==> src/rtl/alu_pkg.sv <==
// Shared constants and payload types for the ALU issue stage: ALU op codes,
// RV32I major opcodes and funct7 encodings.
package alu_pkg;

    localparam int unsigned DATA_W = 32;
    localparam int unsigned OP_W   = 5;
    localparam int unsigned REG_W  = 5;

    localparam logic [OP_W-1:0] ALU_ADD   = 5'b00000;
    localparam logic [OP_W-1:0] ALU_SUB   = 5'b00001;
    localparam logic [OP_W-1:0] ALU_XOR   = 5'b00010;
    localparam logic [OP_W-1:0] ALU_OR    = 5'b00011;
    localparam logic [OP_W-1:0] ALU_AND   = 5'b00100;
    localparam logic [OP_W-1:0] ALU_SLL   = 5'b00101;
    localparam logic [OP_W-1:0] ALU_SRL   = 5'b00110;
    localparam logic [OP_W-1:0] ALU_SRA   = 5'b00111;
    localparam logic [OP_W-1:0] ALU_SLT   = 5'b01000;
    localparam logic [OP_W-1:0] ALU_SLTU  = 5'b01001;
    localparam logic [OP_W-1:0] ALU_ADDI  = 5'b01010;
    localparam logic [OP_W-1:0] ALU_XORI  = 5'b01011;
    localparam logic [OP_W-1:0] ALU_ORI   = 5'b01100;
    localparam logic [OP_W-1:0] ALU_ANDI  = 5'b01101;
    localparam logic [OP_W-1:0] ALU_SLLI  = 5'b01110;
    localparam logic [OP_W-1:0] ALU_SRLI  = 5'b01111;
    // Reserved: SRAI is always issued as ALU_SRA.
    localparam logic [OP_W-1:0] ALU_SRAI  = 5'b10000;
    localparam logic [OP_W-1:0] ALU_SLTI  = 5'b10001;
    localparam logic [OP_W-1:0] ALU_SLTIU = 5'b10010;

    localparam logic [6:0] OPC_OP     = 7'b0110011;
    localparam logic [6:0] OPC_OP_IMM = 7'b0010011;
    localparam logic [6:0] OPC_LUI    = 7'b0110111;
    localparam logic [6:0] OPC_AUIPC  = 7'b0010111;

    localparam logic [6:0] F7_BASE = 7'b0000000;
    localparam logic [6:0] F7_ALT  = 7'b0100000;

    typedef struct packed {
        logic [OP_W-1:0]   op;
        logic [DATA_W-1:0] a;
        logic [DATA_W-1:0] b;
        logic [REG_W-1:0]  rd;
        logic              wb_en;
        logic              illegal;
    } issue_t;

endpackage

==> src/rtl/alu_issue_stage_if.sv <==
// Handshake and payload bundle for alu_issue_stage. The forwarding inputs
// exist only when ALU_ISSUE_FWD_EN is defined.
interface alu_issue_stage_if;
    import alu_pkg::*;

    logic                in_valid;
    logic                in_ready;
    logic [DATA_W-1:0]   in_instr;
    logic [DATA_W-1:0]   in_pc;
    logic [DATA_W-1:0]   in_rs1_data;
    logic [DATA_W-1:0]   in_rs2_data;
    logic                flush;
    logic                out_valid;
    logic                out_ready;
    logic [DATA_W-1:0]   alu_a;
    logic [DATA_W-1:0]   alu_b;
    logic [OP_W-1:0]     alu_op;
    logic [REG_W-1:0]    out_rd;
    logic                out_wb_en;
    logic [DATA_W-1:0]   out_pc;
    logic                out_illegal;
`ifdef ALU_ISSUE_FWD_EN
    logic                fwd_valid;
    logic [REG_W-1:0]    fwd_rd;
    logic [DATA_W-1:0]   fwd_data;
`endif

    // Upstream/downstream environment view.
    modport master (
`ifdef ALU_ISSUE_FWD_EN
        output fwd_valid, fwd_rd, fwd_data,
`endif
        output in_valid, in_instr, in_pc, in_rs1_data, in_rs2_data, flush, out_ready,
        input  in_ready, out_valid, alu_a, alu_b, alu_op, out_rd, out_wb_en, out_pc,
               out_illegal
    );

    // Issue stage view.
    modport slave (
`ifdef ALU_ISSUE_FWD_EN
        input  fwd_valid, fwd_rd, fwd_data,
`endif
        input  in_valid, in_instr, in_pc, in_rs1_data, in_rs2_data, flush, out_ready,
        output in_ready, out_valid, alu_a, alu_b, alu_op, out_rd, out_wb_en, out_pc,
               out_illegal
    );

endinterface

==> src/rtl/alu_decoder.sv <==
// Combinational RV32I OP / OP-IMM / LUI / AUIPC decoder producing the ALU
// op code and operands; anything else is flagged illegal with zeroed operands.
module alu_decoder
    import alu_pkg::*;
(
    input  logic [DATA_W-1:0] instr,
    input  logic [DATA_W-1:0] pc,
    input  logic [DATA_W-1:0] rs1,
    input  logic [DATA_W-1:0] rs2,
    output logic [OP_W-1:0]   op,
    output logic [DATA_W-1:0] a,
    output logic [DATA_W-1:0] b,
    output logic [REG_W-1:0]  rd,
    output logic              wb_en,
    output logic              illegal
);

    logic [6:0]        opcode;
    logic [2:0]        funct3;
    logic [6:0]        funct7;
    logic [DATA_W-1:0] imm_i;
    logic [DATA_W-1:0] imm_u;
    logic [DATA_W-1:0] shamt;
    logic              unused_rs1_idx;

    assign opcode = instr[6:0];
    assign funct3 = instr[14:12];
    assign funct7 = instr[31:25];
    assign imm_i  = {{20{instr[31]}}, instr[31:20]};
    assign imm_u  = {instr[31:12], 12'b0};
    assign shamt  = {27'b0, instr[24:20]};
    assign rd     = instr[11:7];
    // Register indices are resolved upstream; only the data is used here.
    assign unused_rs1_idx = ^instr[19:15];

    always_comb begin
        op      = ALU_ADD;
        a       = '0;
        b       = '0;
        illegal = 1'b0;
        case (opcode)
            OPC_OP: begin
                a = rs1;
                b = rs2;
                if (funct7 == F7_BASE) begin
                    case (funct3)
                        3'b000:  op = ALU_ADD;
                        3'b001:  op = ALU_SLL;
                        3'b010:  op = ALU_SLT;
                        3'b011:  op = ALU_SLTU;
                        3'b100:  op = ALU_XOR;
                        3'b101:  op = ALU_SRL;
                        3'b110:  op = ALU_OR;
                        default: op = ALU_AND;
                    endcase
                end else if (funct7 == F7_ALT) begin
                    case (funct3)
                        3'b000:  op = ALU_SUB;
                        3'b101:  op = ALU_SRA;
                        default: illegal = 1'b1;
                    endcase
                end else begin
                    illegal = 1'b1;
                end
            end
            OPC_OP_IMM: begin
                a = rs1;
                b = imm_i;
                case (funct3)
                    3'b000: op = ALU_ADDI;
                    3'b010: op = ALU_SLTI;
                    3'b011: op = ALU_SLTIU;
                    3'b100: op = ALU_XORI;
                    3'b110: op = ALU_ORI;
                    3'b111: op = ALU_ANDI;
                    3'b001: begin
                        b  = shamt;
                        op = ALU_SLLI;
                        if (funct7 != F7_BASE) illegal = 1'b1;
                    end
                    default: begin
                        b = shamt;
                        if (funct7 == F7_BASE)     op = ALU_SRLI;
                        else if (funct7 == F7_ALT) op = ALU_SRA;
                        else                       illegal = 1'b1;
                    end
                endcase
            end
            OPC_LUI: begin
                op = ALU_ADDI;
                b  = imm_u;
            end
            OPC_AUIPC: begin
                op = ALU_ADD;
                a  = pc;
                b  = imm_u;
            end
            default: illegal = 1'b1;
        endcase
        // Illegal encodings travel with a clean, inert payload for the trap path.
        if (illegal) begin
            op = ALU_ADD;
            a  = '0;
            b  = '0;
        end
        wb_en = !illegal && (rd != '0);
    end

endmodule

==> src/rtl/alu_issue_stage.sv <==
// Decode/issue pipeline register in front of the ALU with valid/ready on both
// sides and flush. Optional operand forwarding under ALU_ISSUE_FWD_EN.
module alu_issue_stage
    import alu_pkg::*;
#(
    parameter int unsigned     XLEN     = 32,
    parameter logic [XLEN-1:0] RESET_PC = 32'h0000_0000
) (
    input logic              clk,
    input logic              rst,
    alu_issue_stage_if.slave bus
);

    logic [XLEN-1:0] rs1_c;
    logic [XLEN-1:0] rs2_c;
    logic            accept_c;
    issue_t          dec_c;
    issue_t          held_q;
    logic            valid_q;
    logic [XLEN-1:0] pc_q;

`ifdef ALU_ISSUE_FWD_EN
    // Bypass a just-produced result over the stale register-file read.
    always_comb begin
        rs1_c = bus.in_rs1_data;
        rs2_c = bus.in_rs2_data;
        if (bus.fwd_valid && (bus.fwd_rd != '0) && (bus.fwd_rd == bus.in_instr[19:15]))
            rs1_c = bus.fwd_data;
        if (bus.fwd_valid && (bus.fwd_rd != '0) && (bus.fwd_rd == bus.in_instr[24:20]))
            rs2_c = bus.fwd_data;
    end
`else
    assign rs1_c = bus.in_rs1_data;
    assign rs2_c = bus.in_rs2_data;
`endif

    alu_decoder u_dec (
        .instr   (bus.in_instr),
        .pc      (bus.in_pc),
        .rs1     (rs1_c),
        .rs2     (rs2_c),
        .op      (dec_c.op),
        .a       (dec_c.a),
        .b       (dec_c.b),
        .rd      (dec_c.rd),
        .wb_en   (dec_c.wb_en),
        .illegal (dec_c.illegal)
    );

    assign bus.in_ready = !valid_q || bus.out_ready;
    assign accept_c     = bus.in_valid && bus.in_ready;

    // Flush beats accept and stall; a stalled payload otherwise holds.
    always_ff @(posedge clk or posedge rst) begin
        if (rst) begin
            valid_q <= 1'b0;
            held_q  <= '0;
            pc_q    <= RESET_PC;
        end else if (bus.flush) begin
            valid_q      <= 1'b0;
            held_q.wb_en <= 1'b0;
        end else if (accept_c) begin
            valid_q <= 1'b1;
            held_q  <= dec_c;
            pc_q    <= bus.in_pc;
        end else if (bus.out_ready) begin
            valid_q <= 1'b0;
        end
    end

    assign bus.out_valid   = valid_q;
    assign bus.alu_op      = held_q.op;
    assign bus.alu_a       = held_q.a;
    assign bus.alu_b       = held_q.b;
    assign bus.out_rd      = held_q.rd;
    assign bus.out_wb_en   = held_q.wb_en;
    assign bus.out_illegal = held_q.illegal;
    assign bus.out_pc      = pc_q;

endmodule

==> src/flat_wrapper.sv <==
// flat-port wrapper written by rule: the top's interface ports become plain ports
module alu_issue_stage_flat import alu_pkg::*;
#(
    parameter int unsigned     XLEN     = 32,
    parameter logic [XLEN-1:0] RESET_PC = 32'h0000_0000
)
  (clk, rst, bus_in_valid, bus_in_instr, bus_in_pc, bus_in_rs1_data, bus_in_rs2_data, bus_flush, bus_out_ready, bus_in_ready, bus_out_valid, bus_alu_a, bus_alu_b, bus_alu_op, bus_out_rd, bus_out_wb_en, bus_out_pc, bus_out_illegal);
  alu_issue_stage_if bus_i ();
  input logic clk;
  input logic rst;
  input wire logic [$bits(bus_i.in_valid)-1:0] bus_in_valid;
  input wire logic [$bits(bus_i.in_instr)-1:0] bus_in_instr;
  input wire logic [$bits(bus_i.in_pc)-1:0] bus_in_pc;
  input wire logic [$bits(bus_i.in_rs1_data)-1:0] bus_in_rs1_data;
  input wire logic [$bits(bus_i.in_rs2_data)-1:0] bus_in_rs2_data;
  input wire logic [$bits(bus_i.flush)-1:0] bus_flush;
  input wire logic [$bits(bus_i.out_ready)-1:0] bus_out_ready;
  output wire logic [$bits(bus_i.in_ready)-1:0] bus_in_ready;
  output wire logic [$bits(bus_i.out_valid)-1:0] bus_out_valid;
  output wire logic [$bits(bus_i.alu_a)-1:0] bus_alu_a;
  output wire logic [$bits(bus_i.alu_b)-1:0] bus_alu_b;
  output wire logic [$bits(bus_i.alu_op)-1:0] bus_alu_op;
  output wire logic [$bits(bus_i.out_rd)-1:0] bus_out_rd;
  output wire logic [$bits(bus_i.out_wb_en)-1:0] bus_out_wb_en;
  output wire logic [$bits(bus_i.out_pc)-1:0] bus_out_pc;
  output wire logic [$bits(bus_i.out_illegal)-1:0] bus_out_illegal;
  assign bus_i.in_valid = bus_in_valid;
  assign bus_i.in_instr = bus_in_instr;
  assign bus_i.in_pc = bus_in_pc;
  assign bus_i.in_rs1_data = bus_in_rs1_data;
  assign bus_i.in_rs2_data = bus_in_rs2_data;
  assign bus_i.flush = bus_flush;
  assign bus_i.out_ready = bus_out_ready;
  assign bus_in_ready = bus_i.in_ready;
  assign bus_out_valid = bus_i.out_valid;
  assign bus_alu_a = bus_i.alu_a;
  assign bus_alu_b = bus_i.alu_b;
  assign bus_alu_op = bus_i.alu_op;
  assign bus_out_rd = bus_i.out_rd;
  assign bus_out_wb_en = bus_i.out_wb_en;
  assign bus_out_pc = bus_i.out_pc;
  assign bus_out_illegal = bus_i.out_illegal;
  alu_issue_stage #(.XLEN(XLEN), .RESET_PC(RESET_PC)) u_core (.clk(clk), .rst(rst), .bus(bus_i));
endmodule
==> config.mk <==
export PLATFORM = sky130hd
export DESIGN_NAME = alu_issue_stage_flat
export DESIGN_NICKNAME = d
export VERILOG_FILES = /design/src/rtl/alu_pkg.sv /design/src/rtl/alu_issue_stage_if.sv /design/src/rtl/alu_decoder.sv /design/src/rtl/alu_issue_stage.sv /design/src/flat_wrapper.sv
export SDC_FILE = /design/constraint.sdc
export NUM_CORES = 1
export LEC_CHECK = 0
export BUFFER_PORTS_ARGS = -buffer_cell sky130_fd_sc_hd__buf_2
export CAP_MARGIN = 20
export CORE_UTILIZATION = 46
export DETAILED_ROUTE_END_ITERATION = 10
export MAX_ROUTING_LAYER = met4
export PLACE_DENSITY = 0.78
export SKIP_LAST_GASP = 1
export SLEW_MARGIN = 15
export SYNTH_ARGS = -nofsm -noshare
export SYNTH_HDL_FRONTEND = slang
export SYNTH_SLANG_ARGS = --single-unit
==> constraint.sdc <==
create_clock -name clk -period 4.56 [get_ports clk]
set_clock_uncertainty 0.05 [all_clocks]
set_input_delay 0.456 -clock clk [delete_from_list [all_inputs] [get_ports clk]]
set_output_delay 0.456 -clock clk [all_outputs]
set_load 0.1 [all_outputs]
==> Word level (Yosys, flattened, before mapping) <==
Cells that the tools add are included.
{ "word_totals": {"reg_bits": 109, "latch_bits": 0, "ramBits": 0, "romBits": 0, "out_inout_bits": 110, "word_cells": 64, "memories": 0} }
{ "classes": {"n_addsub": 0, "mul": 0, "div": 0, "magnitude_cmp": 0, "eq_ne": 12, "n_shift": 0, "n_mux": 27, "bitwise": 1, "n_reduce_logical": 16} }
{ "ops": {"columns": ["op", "count"], "rows": [
  ["32-bit 2-to-1 mux", 3],
  ["32-bit one-hot mux with 3 select lines", 1],
  ["32-bit one-hot mux with 2 select lines", 1],
  ["5-bit one-hot mux with 7 select lines", 1],
  ["4-bit one-hot mux with 7 select lines", 1],
  ["7-bit by 6-bit == test with 1-bit output (second input constant)", 3],
  ["5-bit one-hot mux with 3 select lines", 1],
  ["7-bit by 5-bit == test with 1-bit output (second input constant)", 2],
  ["3-bit == test (second input constant)", 4],
  ["1-bit 2-to-1 mux", 10],
  ["5-bit 2-to-1 mux", 2],
  ["7-bit logical NOT", 1],
  ["7-bit nonzero test", 1],
  ["3-bit by 2-bit == test with 1-bit output (second input constant)", 2],
  ["3-bit 2-to-1 mux", 2],
  ["3-bit one-hot mux with 2 select lines", 1],
  ["2-bit OR reduction", 3],
  ["6-bit OR reduction", 1],
  ["5-bit nonzero test", 1],
  ["4-bit 2-to-1 mux", 1],
  ["3-bit by 1-bit == test with 1-bit output (second input constant)", 1],
  ["3-bit logical NOT", 1],
  ["1-bit one-hot mux with 3 select lines", 1],
  ["3-bit nonzero test", 1],
  ["8 further kinds", 10]
]} }

==> Logic depth before layout (Yosys ltp) <==
{ "logic_depth": {"depth_word": 10, "mapped_depth": 8, "depth_no_buf": 5} }

==> By module <==
From an unflattened synthesis, not the netlist that was laid out.
{ "hier_totals": {"hier_cells": 453, "hier_area_um2": 5357.6} }
{ "by_module_without_submodules": {"columns": ["mod", "instances", "cells_each", "area_per_inst_um2"], "rows": [
  ["alu_issue_stage", 1, 236, 4051.4],
  ["alu_decoder", 1, 217, 1306.3]
]} }

==> Least setup slack after synthesis <==
No wires, ideal clock.
{ "synth_path": {"path_kind": "register -> register", "start": "register u_core.valid_q (netlist: u_core.bus.out_valid)", "end": "register u_core.held_q (netlist bit u_core.bus.alu_op[4])", "t_arrival_ns": 3.090, "t_required_ns": 4.414, "slack_ns": 1.324, "path_stages_with_launch": 8, "n_path_buf": 3, "synth_period_minus_slack_ns": 3.236, "cell_sequence": "dfrtp_1 nand2b_1 nand3b_1 clkbuf_1 clkbuf_1 clkbuf_1 nand2_1 o31ai_1"} }
{ "synth_between": {"elab_chain_cells": 4} }
{ "synth_rtl": {"columns": ["element", "line", "rtl"], "rows": [
  ["start, declared", "alu_issue_stage.sv:19", "logic valid_q;"],
  ["start signal, assigned", "alu_issue_stage.sv:56", "valid_q <= 1'b0;"],
  ["start signal, assigned", "alu_issue_stage.sv:60", "valid_q <= 1'b0;"],
  ["start signal, assigned", "alu_issue_stage.sv:63", "valid_q <= 1'b1;"],
  ["1-bit logical NOT", "alu_issue_stage.sv:50", "assign bus.in_ready = !valid_q || bus.out_ready;"],
  ["1-bit logical OR", "alu_issue_stage.sv:50", null],
  ["named net bus_in_ready", "flat_wrapper.sv:18", "output wire logic [$bits(bus_i.in_ready)-1:0] bus_in_ready;"],
  ["1-bit logical AND", "alu_issue_stage.sv:51", "assign accept_c = bus.in_valid && bus.in_ready;"],
  ["2-bit AND reduction (no line)", null, null],
  ["end, declared", "alu_issue_stage.sv:18", "issue_t held_q;"]
]} }
The timed path passes the listed nets, and every way through them passes these cells.
A chain may end at the register's enable or synchronous reset.

==> Worst setup path after layout <==
{ "layout_path": {"start": "register u_core.valid_q (netlist: u_core.bus.out_valid)", "end": "register u_core.pc_q[9] (netlist: u_core.bus.out_pc[9])"} }
{ "layout_between": {"elab_chain_cells": 4} }
{ "layout_rtl": {"columns": ["element", "line", "rtl"], "rows": [
  ["1-bit logical NOT", "alu_issue_stage.sv:50", null],
  ["1-bit logical OR", "alu_issue_stage.sv:50", null],
  ["1-bit logical AND", "alu_issue_stage.sv:51", null],
  ["2-bit AND reduction (no line)", null, null],
  ["end signal, assigned", "alu_issue_stage.sv:65", "pc_q <= bus.in_pc;"],
  ["end, declared", "alu_issue_stage.sv:20", "logic [XLEN-1:0] pc_q;"]
]} }
No other way between the ends.

==> run_results.csv <==
group,metric,value,unit
critical_path,cp_top_family,"buffers and inverters",
sta,finalSetupTns,0,ns
global_routing,grt_max_degree,83,
placement,post-dp-hpwl,10110,um
critical_path,path_max_fanout,63,
sta,relSlewSlack,0.3282,
die,dieHeight,106.4,um
logic_synthesis,syn_area_per_cell,10.21,um2
critical_path,path_common_cell,"buf_4",
final_layout,layout_commonest_cell,"buf_2",
critical_path,reg2reg_depth,5,
cts,cts_setup_buffers,0,
cts,cts_resized,0,
final_layout,layout_common_cells,"buf_2, dfrtp_1, nand2_1, o21ai_1, mux2_2",
sta,max_freq,430.1,MHz
final_layout,final_layout_size_suffix_gt1_frac,0.4270,
min_path,min_path_type,"input pin to async pin",
sta,hold_viol,0,
global_routing,grt_usage,0.2598,
cts,cts.reportedPaths.clkPinSlew,0.11,ns
final_layout,n_fill_cell,911,
die,core,10460,um2
cts,numCtsBuffers,9,
power_and_ir_drop,p_leak,3.305,nW
logic_synthesis,syn_inst,491,
global_routing,grt_util_met1,0.3298,
routing,drtAntennaViolNets,0,
placement,portBuffers,242,
power_and_ir_drop,p_int,1.581,mW
logic_synthesis,synth_cell_type_count,36,
die,die-width,106.4,um
sta,maxSlewViolCount,0,
global_routing,met2_usage,0.4147,
logic_synthesis,synth_fp_nets,624,
critical_path,startpoint,"u_core.bus.out_valid",
power_and_ir_drop,comb_power_share,0.312,
critical_path,startpoint_type,"flop",
power_and_ir_drop,seq_power_share,0.410,
placement,gp_congestion,0.8689,
critical_path,critPathCapture,"u_core.bus.out_pc[9]",
routing,via_count,4618,
outcome,outcome,"complete, no violations",
sta,fin_crit,2.325,ns
critical_path,crit_slowest_cell,"buf_4",
critical_path,path_cells,"nand2b_1, nand3b_1, buf_4, buf_4, mux2_2",
power_and_ir_drop,p_sw_frac,0.3884,
global_routing,overflow,0,
logic_synthesis,synth_flop_cell,"dfrtp_1",
logic_synthesis,synth_area,5012,um2
routing,viasPerCell,5.433,
logic_synthesis,synth_edf_count,0,
logic_synthesis,synthArstFlopShare,1.000,
flow_run,drv_cap,0,
critical_path,r2r-start,"u_core.bus.out_valid",
cts,cts_root_buf,"clkbuf_8",
sta,min_period_over_period,0.5099,
critical_path,reg2reg_slack,2.23,ns
die,dieArea,11320,um2
critical_path,arrival,2.52,ns
die,io_pins,243,
cts,cts_hold_buffers,0,
critical_path,worstSetupPathType,"flop to flop",
global_routing,top_usage_layer,"met2",
final_layout,syn_to_final_growth,29.91,%
critical_path,cp.required,4.75,ns
power_and_ir_drop,power.density,397.0,nW/um2
logic_synthesis,ys_ff_latch,109,
critical_path,slowest_delay,0.57,ns
routing,drc,0,
logic_synthesis,synth_seq_area_share,0.5442,
global_routing,grt.met3_usage,0.03066,
sta,finalSetupViolations,0,
die,start_util,0.4791,
logic_synthesis,yosys_warnings,0,
power_and_ir_drop,p_switching,1.004,mW
cts,cts_tree,"yes",
cts,clk_latency,0.35,ns
final_layout,layout.nets,840,
routing,wl_per_cell,16.56,um
cts,htreeDepth,3,
cts,clock_sinks,109,
die,rows,37,
global_routing,antenna_found_initial,2,
global_routing,grt_pass1_wl,22490,um
routing,wl,14080,um
critical_path,crit_cells,5,
cts,clock_path_buffers,2,
sta,worst-slew-pin-transition,1.008,ns
power_and_ir_drop,irDropWorstVdd,0.2414,mV
global_routing,grt_pass1_vias,4526,
critical_path,crit_buf_inv,2,
critical_path,r2r_end,"u_core.bus.out_pc[9]",
routing,dr.first_iter.drc_count,329,
logic_synthesis,synth_top_cell_by_area,"dfrtp_1",
sta,rsz0062_at_grt,"no",
logic_synthesis,synth_top_cell_area_share,0.5442,
final_layout,final_core_util,0.6223,
routing,firstDrtPassIters,6,
critical_path,critPathCaptureType,"flop",
logic_synthesis,ys_top_cells_by_area,"dfrtp_1, mux2_2, nand2_1",
power_and_ir_drop,power_frac_clock,0.278,
[state kept, by name, summed over array words and instances (netlist names)]
signal	cells
u_core.bus.out_illegal	1
u_core.bus.out_wb_en	1
u_core.bus.alu_a	32
u_core.bus.out_valid	1
u_core.bus.out_pc	32
u_core.bus.out_rd	5
u_core.bus.alu_b	32
u_core.bus.alu_op	5
[final cells by class]
cell class	instances	area, um2	share of cell area
diodes	2	5.005	0.0007686
clock buffers	10	137.6	0.02114
clock inverters	6	115.1	0.01768
inverters	6	25.02	0.003843
multi-input cells	333	2074	0.3186
flip-flops and latches	109	2728	0.4189
well taps	136	170.2	0.02613
repair buffers	248	1256	0.1929
[synthesized netlist by cell type, types with 2 or more instances]
cell type and instances:
a211o_1 2, a21oi_1 11, a221oi_1 20, a31oi_1 33, and3_1 7, buf_6 3
clkbuf_1 37, dfrtp_1 109, inv_1 6, mux2_2 37, mux2i_1 6, nand2_1 74
nand2b_1 4, nand3_1 3, nand3b_1 2, nand4_1 2, nor2_1 7, nor2b_1 35
o21ai_0 35, o21ai_1 40, o31ai_1 2, or4_1 2
[worst min-delay path by stage]
stage | to | cells after the start | from
after floorplan | u_core.bus.out_valid | 1 | bus_flush
after global placement | u_core.bus.alu_b[10] | 2 | u_core.bus.alu_b[10]
final | u_core.bus.out_pc[15] | 2 | rst
after global routing | u_core.bus.out_valid | 2 | bus_flush
after CTS | u_core.bus.out_pc[18] | 2 | rst
after detailed placement | u_core.bus.alu_b[14] | 2 | u_core.bus.alu_b[14]
[cell families (layout without fill, tap and decap cells)]
logic type / Yosys count / in the layout / synth area share
other: 0 / 2 / 0
buffers and inverters: 49 / 270 / 0.04218
AO/OA/AOI/OAI: 149 / 149 / 0.1780
AND/OR/NAND/NOR: 139 / 139 / 0.1368
adder cells (fa/ha/maj): 1 / 1 / 0.001997
XOR/XNOR: 1 / 1 / 0.001748
flip-flops: 109 / 109 / 0.5442
multiplexers: 43 / 43 / 0.09511
[metrics by stage]
step | hold WS, ns | instances | area (um2) | worst slack [ns] | power, mW
6_report | 0.1855 | 850 | 6511 | 2.235 | 2.585
5_1_grt | 0.2161 | 850 | 6511 | 2.088 | 2.677
3_5_place_dp | 0.4154 | 832 | 6254 | 1.960 | 1.888
2_1_floorplan | 0.4691 | 491 | 5012 | 1.180 | 1.708
4_1_cts | 0.1914 | 848 | 6506 | 2.262 | 2.602
3_3_place_gp | 0.4081 | 832 | 6254 | 2.019 | 1.873
[per-layer routing]
metal	wire, um	vias to the layer above
li1	-	2176
met1	5817	2206
met2	7012	202
met3	776	34
met4	473	0
met5	0	-
[power by group through the flow]
stage,clock network (mW),logic (mW),registers [mW]
floorplan,0,0.170,1.54
global placement,0,0.799,1.07
detailed placement,0,0.810,1.08
CTS,0.732,0.810,1.06
global route,0.768,0.841,1.07
finish,0.718,0.807,1.06
[worst register-to-register path, stage by stage (launching register included)]
cell and delay [ns]:
dfrtp_1 0.35, nand2b_1 0.10, nand3b_1 0.13, buf_4 0.57, buf_4 0.62, mux2_2 0.40
Power figures use the tool's default switching activity.
